<file path="src/rtl/axi_bridge_mo.sv">
// SRAM-like inst/data ports to a single AXI3 master with up to MAX_OUT outstanding
// transactions per stream (inst read, data read, data write) and in-order data_ok.
module axi_bridge_mo #(
  parameter int ADDR_W  = 32,
  parameter int DATA_W  = 32,
  parameter int MAX_OUT = 4,
  parameter int CNT_W   = 3
) (
  input  logic                aclk,
  input  logic                aresetn,
  output logic [3:0]          arid,
  output logic [ADDR_W-1:0]   araddr,
  output logic [7:0]          arlen,
  output logic [2:0]          arsize,
  output logic [1:0]          arburst,
  output logic [1:0]          arlock,
  output logic [3:0]          arcache,
  output logic [2:0]          arprot,
  output logic                arvalid,
  input  logic                arready,
  input  logic [3:0]          rid,
  input  logic [DATA_W-1:0]   rdata,
  input  logic [1:0]          rresp,
  input  logic                rlast,
  input  logic                rvalid,
  output logic                rready,
  output logic [3:0]          awid,
  output logic [ADDR_W-1:0]   awaddr,
  output logic [7:0]          awlen,
  output logic [2:0]          awsize,
  output logic [1:0]          awburst,
  output logic [1:0]          awlock,
  output logic [3:0]          awcache,
  output logic [2:0]          awprot,
  output logic                awvalid,
  input  logic                awready,
  output logic [3:0]          wid,
  output logic [DATA_W-1:0]   wdata,
  output logic [DATA_W/8-1:0] wstrb,
  output logic                wlast,
  output logic                wvalid,
  input  logic                wready,
  input  logic [3:0]          bid,
  input  logic [1:0]          bresp,
  input  logic                bvalid,
  output logic                bready,
  input  logic                inst_sram_req,
  input  logic                inst_sram_wr,
  input  logic [DATA_W/8-1:0] inst_sram_wstrb,
  input  logic [1:0]          inst_sram_size,
  input  logic [ADDR_W-1:0]   inst_sram_addr,
  input  logic [DATA_W-1:0]   inst_sram_wdata,
  output logic                inst_sram_addr_ok,
  output logic                inst_sram_data_ok,
  output logic [DATA_W-1:0]   inst_sram_rdata,
  input  logic                data_sram_req,
  input  logic                data_sram_wr,
  input  logic [DATA_W/8-1:0] data_sram_wstrb,
  input  logic [1:0]          data_sram_size,
  input  logic [ADDR_W-1:0]   data_sram_addr,
  input  logic [DATA_W-1:0]   data_sram_wdata,
  output logic                data_sram_addr_ok,
  output logic                data_sram_data_ok,
  output logic [DATA_W-1:0]   data_sram_rdata
);

  localparam logic [CNT_W-1:0] MAX_CNT = CNT_W'(MAX_OUT);

  logic             live;
  logic [CNT_W-1:0] ird_cnt, drd_cnt, wr_cnt;
  logic             ar_free, aw_free, w_free;
  logic             drd_acc, ird_acc, wr_acc;
  logic             r_hs, ird_done, drd_done, wr_done;
  logic             unused_inputs;

  assign arlen   = 8'd0;
  assign arburst = 2'b01;
  assign arlock  = 2'd0;
  assign arcache = 4'd0;
  assign arprot  = 3'd0;
  assign awid    = 4'd1;
  assign awlen   = 8'd0;
  assign awburst = 2'b01;
  assign awlock  = 2'd0;
  assign awcache = 4'd0;
  assign awprot  = 3'd0;
  assign wid     = 4'd1;
  assign wlast   = 1'b1;
  assign rready  = live;
  assign bready  = live;

  assign unused_inputs = ^{rresp, rlast, bresp, inst_sram_wr, inst_sram_wstrb, inst_sram_wdata};

  // Handshake: a transfer happens on a rising aclk where valid & ready are both 1; a
  // stage holds payload stable while valid & ~ready and is reusable in its handshake cycle.
  assign ar_free = ~arvalid | arready;
  assign aw_free = ~awvalid | awready;
  assign w_free  = ~wvalid | wready;

  // Reads and writes on the data port never overlap, so data_ok order is request order.
  assign drd_acc = live & data_sram_req & ~data_sram_wr & ar_free & (drd_cnt < MAX_CNT)
                 & (wr_cnt == '0) & aw_free & w_free;
  assign ird_acc = live & inst_sram_req & ar_free & (ird_cnt < MAX_CNT) & ~drd_acc;
  assign wr_acc  = live & data_sram_req & data_sram_wr & aw_free & w_free
                 & (wr_cnt < MAX_CNT) & (drd_cnt == '0);

  assign inst_sram_addr_ok = ird_acc;
  assign data_sram_addr_ok = drd_acc | wr_acc;

  assign r_hs     = rvalid & rready;
  assign ird_done = r_hs & (rid == 4'd0);
  assign drd_done = r_hs & (rid == 4'd1);
  assign wr_done  = bvalid & bready & (bid == 4'd1);

  function automatic logic [CNT_W-1:0] next_cnt(input logic [CNT_W-1:0] c,
                                                input logic inc, input logic dec);
    return c + CNT_W'(inc) - CNT_W'(dec);
  endfunction

  always_ff @(posedge aclk or negedge aresetn) begin
    if (!aresetn) begin
      live    <= 1'b0;
      ird_cnt <= '0;
      drd_cnt <= '0;
      wr_cnt  <= '0;
    end else begin
      live    <= 1'b1;
      ird_cnt <= next_cnt(ird_cnt, ird_acc, ird_done);
      drd_cnt <= next_cnt(drd_cnt, drd_acc, drd_done);
      wr_cnt  <= next_cnt(wr_cnt, wr_acc, wr_done);
    end
  end

  always_ff @(posedge aclk or negedge aresetn) begin
    if (!aresetn) begin
      arvalid <= 1'b0;
      arid    <= 4'd0;
      araddr  <= '0;
      arsize  <= 3'd0;
    end else if (ar_free) begin
      arvalid <= drd_acc | ird_acc;
      if (drd_acc) begin
        arid   <= 4'd1;
        araddr <= data_sram_addr;
        arsize <= {1'b0, data_sram_size};
      end else if (ird_acc) begin
        arid   <= 4'd0;
        araddr <= inst_sram_addr;
        arsize <= {1'b0, inst_sram_size};
      end
    end
  end

  always_ff @(posedge aclk or negedge aresetn) begin
    if (!aresetn) begin
      awvalid <= 1'b0;
      awaddr  <= '0;
      awsize  <= 3'd0;
    end else if (wr_acc) begin
      awvalid <= 1'b1;
      awaddr  <= data_sram_addr;
      awsize  <= {1'b0, data_sram_size};
    end else if (awready) begin
      awvalid <= 1'b0;
    end
  end

  always_ff @(posedge aclk or negedge aresetn) begin
    if (!aresetn) begin
      wvalid <= 1'b0;
      wdata  <= '0;
      wstrb  <= '0;
    end else if (wr_acc) begin
      wvalid <= 1'b1;
      wdata  <= data_sram_wdata;
      wstrb  <= data_sram_wstrb;
    end else if (wready) begin
      wvalid <= 1'b0;
    end
  end

  always_ff @(posedge aclk or negedge aresetn) begin
    if (!aresetn) begin
      inst_sram_data_ok <= 1'b0;
      data_sram_data_ok <= 1'b0;
      inst_sram_rdata   <= '0;
      data_sram_rdata   <= '0;
    end else begin
      inst_sram_data_ok <= ird_done;
      data_sram_data_ok <= drd_done | wr_done;
      if (ird_done) inst_sram_rdata <= rdata;
      if (drd_done) data_sram_rdata <= rdata;
    end
  end

endmodule

</file>
<file path="config.mk">
export PLATFORM = sky130hd
export DESIGN_NAME = axi_bridge_mo
export DESIGN_NICKNAME = d
export VERILOG_FILES = /design/src/rtl/axi_bridge_mo.sv
export SDC_FILE = /design/constraint.sdc
export NUM_CORES = 1
export LEC_CHECK = 0
export CAP_MARGIN = 20
export CORE_AREA = 5 5 164 166
export DETAILED_ROUTE_END_ITERATION = 8
export DIE_AREA = 0 0 169 171
export PLACE_DENSITY = 0.68
export SLEW_MARGIN = 20
export SYNTH_ARGS = -nofsm -noshare
export SYNTH_HDL_FRONTEND = slang
export SYNTH_SLANG_ARGS = --single-unit
</file>
<file path="constraint.sdc">
create_clock -name aclk -period 5.5 [get_ports aclk]
set_clock_uncertainty 0.1 [all_clocks]
set_input_delay 0.55 -clock aclk [delete_from_list [all_inputs] [get_ports aclk]]
set_output_delay 0.55 -clock aclk [all_outputs]
set_load 0.01 [all_outputs]
</file>
# Word-level counts from Yosys, hierarchy flattened

Index checks and enable logic that the tools add are counted.

$add $sub $neg: 6
Order comparisons: 3
Equal/unequal tests: 2
Multiplexer cells: 10
Bitwise operators: 32
Reductions and logical operators: 7

Operator list:

| operator           | number |
|---|---|
| $mux 32            | 2 |
| $and 1x1->1        | 21 |
| $add 3x1->3        | 3 |
| $lt 3x3->1 const B | 3 |
| $sub 3x1->3        | 3 |
| $eq 4x1->1 const B | 2 |
| $mux 4             | 2 |
| $logic_not 3->1    | 2 |
| $mux 3             | 2 |
| $or 1x1->1         | 6 |
| $reduce_bool 2->1  | 3 |
| $not 1->1          | 5 |
| $logic_not 4->1    | 1 |
| $mux 1             | 4 |
| $reduce_and 2->1   | 1 |

Register bits: 188
Output and inout port bits: 230

# Depth between registers and ports, before layout

Depth after elaboration: 11
Depth in mapped cells: 12

# Worst setup path before layout

OpenSTA, ideal clock, no wires.

Kind: input-to-reg
Start: in rid[1]
End: reg ird_cnt[2]
Library setup time: 123 ps
Data arrival time: 2396 ps
Required time: 5277 ps
Setup slack: 2882 ps
Stages: 11
Cells stage by stage: nor4_2 nor2b_1 buf_2 buf_4 ha_1 inv_1 ha_1 inv_1 fa_1 xnor2_1 xnor2_1

Cells in the longest elaborated chain, start to end: 3

Ends and longest elaborated chain:

| what                 | line | text |
|---|---|---|
| from (decl)          | 21   | `input logic [3:0] rid,` |
| $logic_not 4->1      | 111  | `assign ird_done = r_hs & (rid == 4'd0);` |
| $and 1x1->1          | 111  |  |
| via ird_done         | 73   | `logic r_hs, ird_done, drd_done, wr_done;` |
| $sub 3x1->3          | 117  | `return c + CNT_W'(inc) - CNT_W'(dec);` |
| to (signal assigned) | 128  | `ird_cnt <= next_cnt(ird_cnt, ird_acc, ird_done);` |
| to (decl)            | 70   | `logic [CNT_W-1:0] ird_cnt, drd_cnt, wr_cnt;` |

The timed path passes the listed nets, and every way through them passes these cells.
A chain may end at the register's enable or synchronous reset.

# Worst setup path after layout

Start: in data_sram_req
End: out data_sram_addr_ok

Cells in the longest elaborated chain, start to end: 8

Ends and longest elaborated chain:

| what                      | line     | text |
|---|---|---|
| from (decl)               | 56       | `input logic data_sram_req,` |
| $and 1x1->1 (*)           | 101, 104 |  |
| $and 1x1->1 (3 in series) | 101      | `assign drd_acc = live & data_sram_req & ~data_sram_wr & ar_free & (drd_cnt < MAX_CNT)` |
| $and 1x1->1 (3 in series) | 102      | `& (wr_cnt == '0) & aw_free & w_free;` |
| $or 1x1->1 (*)            | 108      | `assign data_sram_addr_ok = drd_acc \| wr_acc;` |
| to (decl)                 | 62       | `output logic data_sram_addr_ok,` |

Every way passes the cells marked *; elsewhere a longest branch is shown, timed or not.

==> results_dict.tcl <==
set metrics [dict create \
    status "finished, final reports clean" \
    worst_setup_path_end_kind "output pin" \
    drc 0 \
    leakagePower_uw 0.00564 \
    worstSetupStartpoint "data_sram_req" \
    rsz0062_at_grt "no" \
    cts_setup_buffers 0 \
    syn-mean-instance-area_um2 15.9 \
    crit_path_start_kind "primary input" \
    drt_wl_total_um 21200 \
    critical_path_required_ns 4.85 \
    async_reset_ff_share_pct 100 \
    die_height_um 171 \
    rrSetupSlack_ns 2.43 \
    dp_hpwl_um 15400 \
    place.port_buffers 331 \
    finalHoldViolations 0 \
    fin_crit_sh_pct 62.2 \
    fin_setup_tns_ns 0 \
    ioPinCount 426 \
    htree_levels 4 \
    r2r_start "bready" \
    ys_types 24 \
    netlist_area_um2 8160 \
    fill_cells 2291 \
    grt.overflow.total 0 \
    ctsResizeCount 0 \
    synth-main-ff-cell "dfrtp_1" \
    grt.total_usage_pct 14.2 \
    cts_buffers 17 \
    fmaxAchievable_ghz 0.292 \
    grt_pass1_wl_um 32100 \
    slew_violations 0 \
    wl_met2_um 10500 \
    intPower_uw 4070 \
    finalSetupViolations 0 \
    dieArea_um2 28900 \
    wl_met3_um 1710 \
    highest_layer "met4" \
    core_region_area_um2 25500 \
    firstDrtPassIters 4 \
    grt_max_degree 93 \
    synth-seq-area-share_pct 56.4 \
    holdBufCountCts 0 \
    clkTransAtPathRegs_ns 0.07 \
    worstPathArrival_ns 2.77 \
    synth_seq_cells 184 \
    swShare_pct 29.1 \
    wl_met1_um 8690 \
    cts_tree "done" \
    synth-edff-count 0 \
    yosysWarningCount 0 \
    crit_path_max_fanout 34 \
    initial_core_util_pct 32.0 \
    postRouteAntennaNets 0 \
    cap_violations 0 \
    rows 59 \
    vdd_drop_max_v 0.000244 \
    power_density_nw_per_um2 472 \
    min_path_type "primary input to asynchronous set/reset pin" \
    avgViaCountPerCell 4.28 \
    drtIter0Drc 159 \
    seqPwrFrac_pct 37.4 \
    worst_slew_pin_slew_ns 0.775 \
    clockBufferDepth 2 \
    clk_latency_ns 0.43 \
    clock-sinks 184 \
    vias 5110 \
    path_class "primary input to output pin" \
    routabilityCongestion 0.732 \
    wl_per_cell_um 17.8 \
    antenna_found_initial 0 \
    fp.dieW_um 169 \
    slew_headroom_pct 48.4 \
    grt_pass1_vias 5562 \
    drive_gt1_share_pct 28.6 \
    p_comb_share_pct 41.4 \
    synth_cells 513 \
    period_needed_ns 3.42 \
    cts_root_buf "clkbuf_16" \
    area_growth_pct 49.0 \
    final_nets 1050 \
    diodes 0 \
    finalPower_uw 5740 \
    clkPwrFrac_pct 21.2 \
    p_sw_uw 1670 \
]
==> routing by layer <==
layer / up-vias / track usage (%)
met2: 216 / 23.9
met1: 2547 / 17.4
met5: - / 0
li1: 2329 / -
met3: 18 / 4.78
met4: 0 / 4.03
==> worst paths after layout <==
kind / end / cells after the start
max reg2reg: wr_cnt[2] / 10
min in group aclk: drd_cnt[2] / 1
min reg2reg: drd_cnt[2] / 1
max in group asynchronous: araddr[22] / 2
min: wdata[25] / 1
max: data_sram_addr_ok / 6
==> kinds of logic after synthesis <==
group                    after synthesis  share of synthesized area [%]
adder cells (fa/ha/maj)                9                           1.66
AO/OA/AOI/OAI                          2                          0.184
flip-flops                           184                           56.4
AND/OR/NAND/NOR                       21                           1.61
other                                  2                         0.0921
buffers and inverters                 87                           7.67
XOR/XNOR                               6                          0.644
multiplexers                         202                           31.7
==> synthesized netlist by cell type (2+ instances only) <==
cell type | count | share of area [%]
nand2_1 | 5 | 0.23
inv_1 | 11 | 0.51
a21o_1 | 2 | 0.18
dfrtp_1 | 184 | 56
buf_2 | 9 | 0.55
ha_1 | 6 | 0.92
nand4b_1 | 2 | 0.21
buf_6 | 10 | 1.4
mux2_4 | 83 | 15
nand3_1 | 2 | 0.12
conb_1 | 2 | 0.092
buf_4 | 56 | 5.2
xnor2_1 | 6 | 0.64
fa_1 | 3 | 0.74
nor2_1 | 2 | 0.092
nor3_1 | 2 | 0.12
mux2_2 | 119 | 16
nand2b_1 | 3 | 0.23
==> placed cells by master, fill, tap and decap left out <==
cell | netlist | routed
clkinv_8 | 0 | 4
nand2b_1 | 3 | 3
nor2_1 | 2 | 2
mux2_4 | 83 | 83
nor3_1 | 2 | 2
nand2_1 | 5 | 5
dfrtp_1 | 184 | 184
nor2b_4 | 0 | 1
nand3_4 | 0 | 1
inv_8 | 0 | 3
a21o_1 | 2 | 2
clkbuf_1 | 0 | 1
mux2_2 | 119 | 119
clkbuf_8 | 0 | 1
clkinv_4 | 0 | 1
clkbuf_16 | 0 | 17
nor4_2 | 1 | 1
conb_1 | 2 | 53
clkdlybuf4s50_1 | 0 | 330
xnor2_1 | 6 | 6
inv_6 | 0 | 5
nand3_1 | 2 | 1
and3_1 | 1 | 1
clkinv_2 | 0 | 1
inv_1 | 11 | 11
fa_1 | 3 | 3
inv_4 | 1 | 1
nand4b_1 | 2 | 2
and3_4 | 1 | 1
and4bb_1 | 1 | 1
buf_4 | 56 | 6
ha_1 | 6 | 6
==> metrics by stage <==
step / area (um2) / util, % / setup slack (ns) / cells / hold slack [ns]
floorplan: 8350 / - / 2.88 / 564 / 0.154
global placement: 11600 / 45.4 / 1.93 / 1161 / 0.356
detailed placement: 11600 / 45.4 / 1.89 / 1161 / 0.357
CTS: 12200 / 47.7 / 2.03 / 1193 / 0.121
global route: 12200 / 47.7 / 1.88 / 1193 / 0.143
finish: 12200 / 47.7 / 2.08 / 1193 / 0.0932
==> area by class of cell <==
type | count | area (um2) | share of cell area [%]
Clock buffer | 18 | 429 | 3.53
Clock inverter | 14 | 156 | 1.29
Inverter | 12 | 47.5 | 0.391
Multi-Input combinational cell | 293 | 3140 | 25.8
Sequential cell | 184 | 4600 | 37.9
Tap cell | 335 | 419 | 3.45
Timing Repair Buffer | 337 | 3360 | 27.7
==> registers in the layout, indices dropped and copies added (netlist names), 2 cells and up <==
name / cells
araddr: 32
awaddr: 32
data_sram_rdata: 32
inst_sram_rdata: 32
wdata: 32
wstrb: 4
drd_cnt: 3
ird_cnt: 3
wr_cnt: 3
arsize: 2
awsize: 2
==> power by group through the flow <==
stage	clock network, uW	logic (uW)	registers, uW
6_report	1220	2380	2150
5_1_grt	1310	2530	2230
3_5_place_dp	0	2410	2170
3_3_place_gp	0	2380	2160
4_1_cts	1260	2420	2160
2_1_floorplan	0	907	2380
==> worst max-delay path: stages <==
cell and delay [ns]:
clkdlybuf4s50_1 0.46, and4bb_1 0.20, and3_1 0.22, nand3_4 0.51, nand2_1 0.24, clkdlybuf4s50_1 0.58
(Power assumes the default switching activity.)
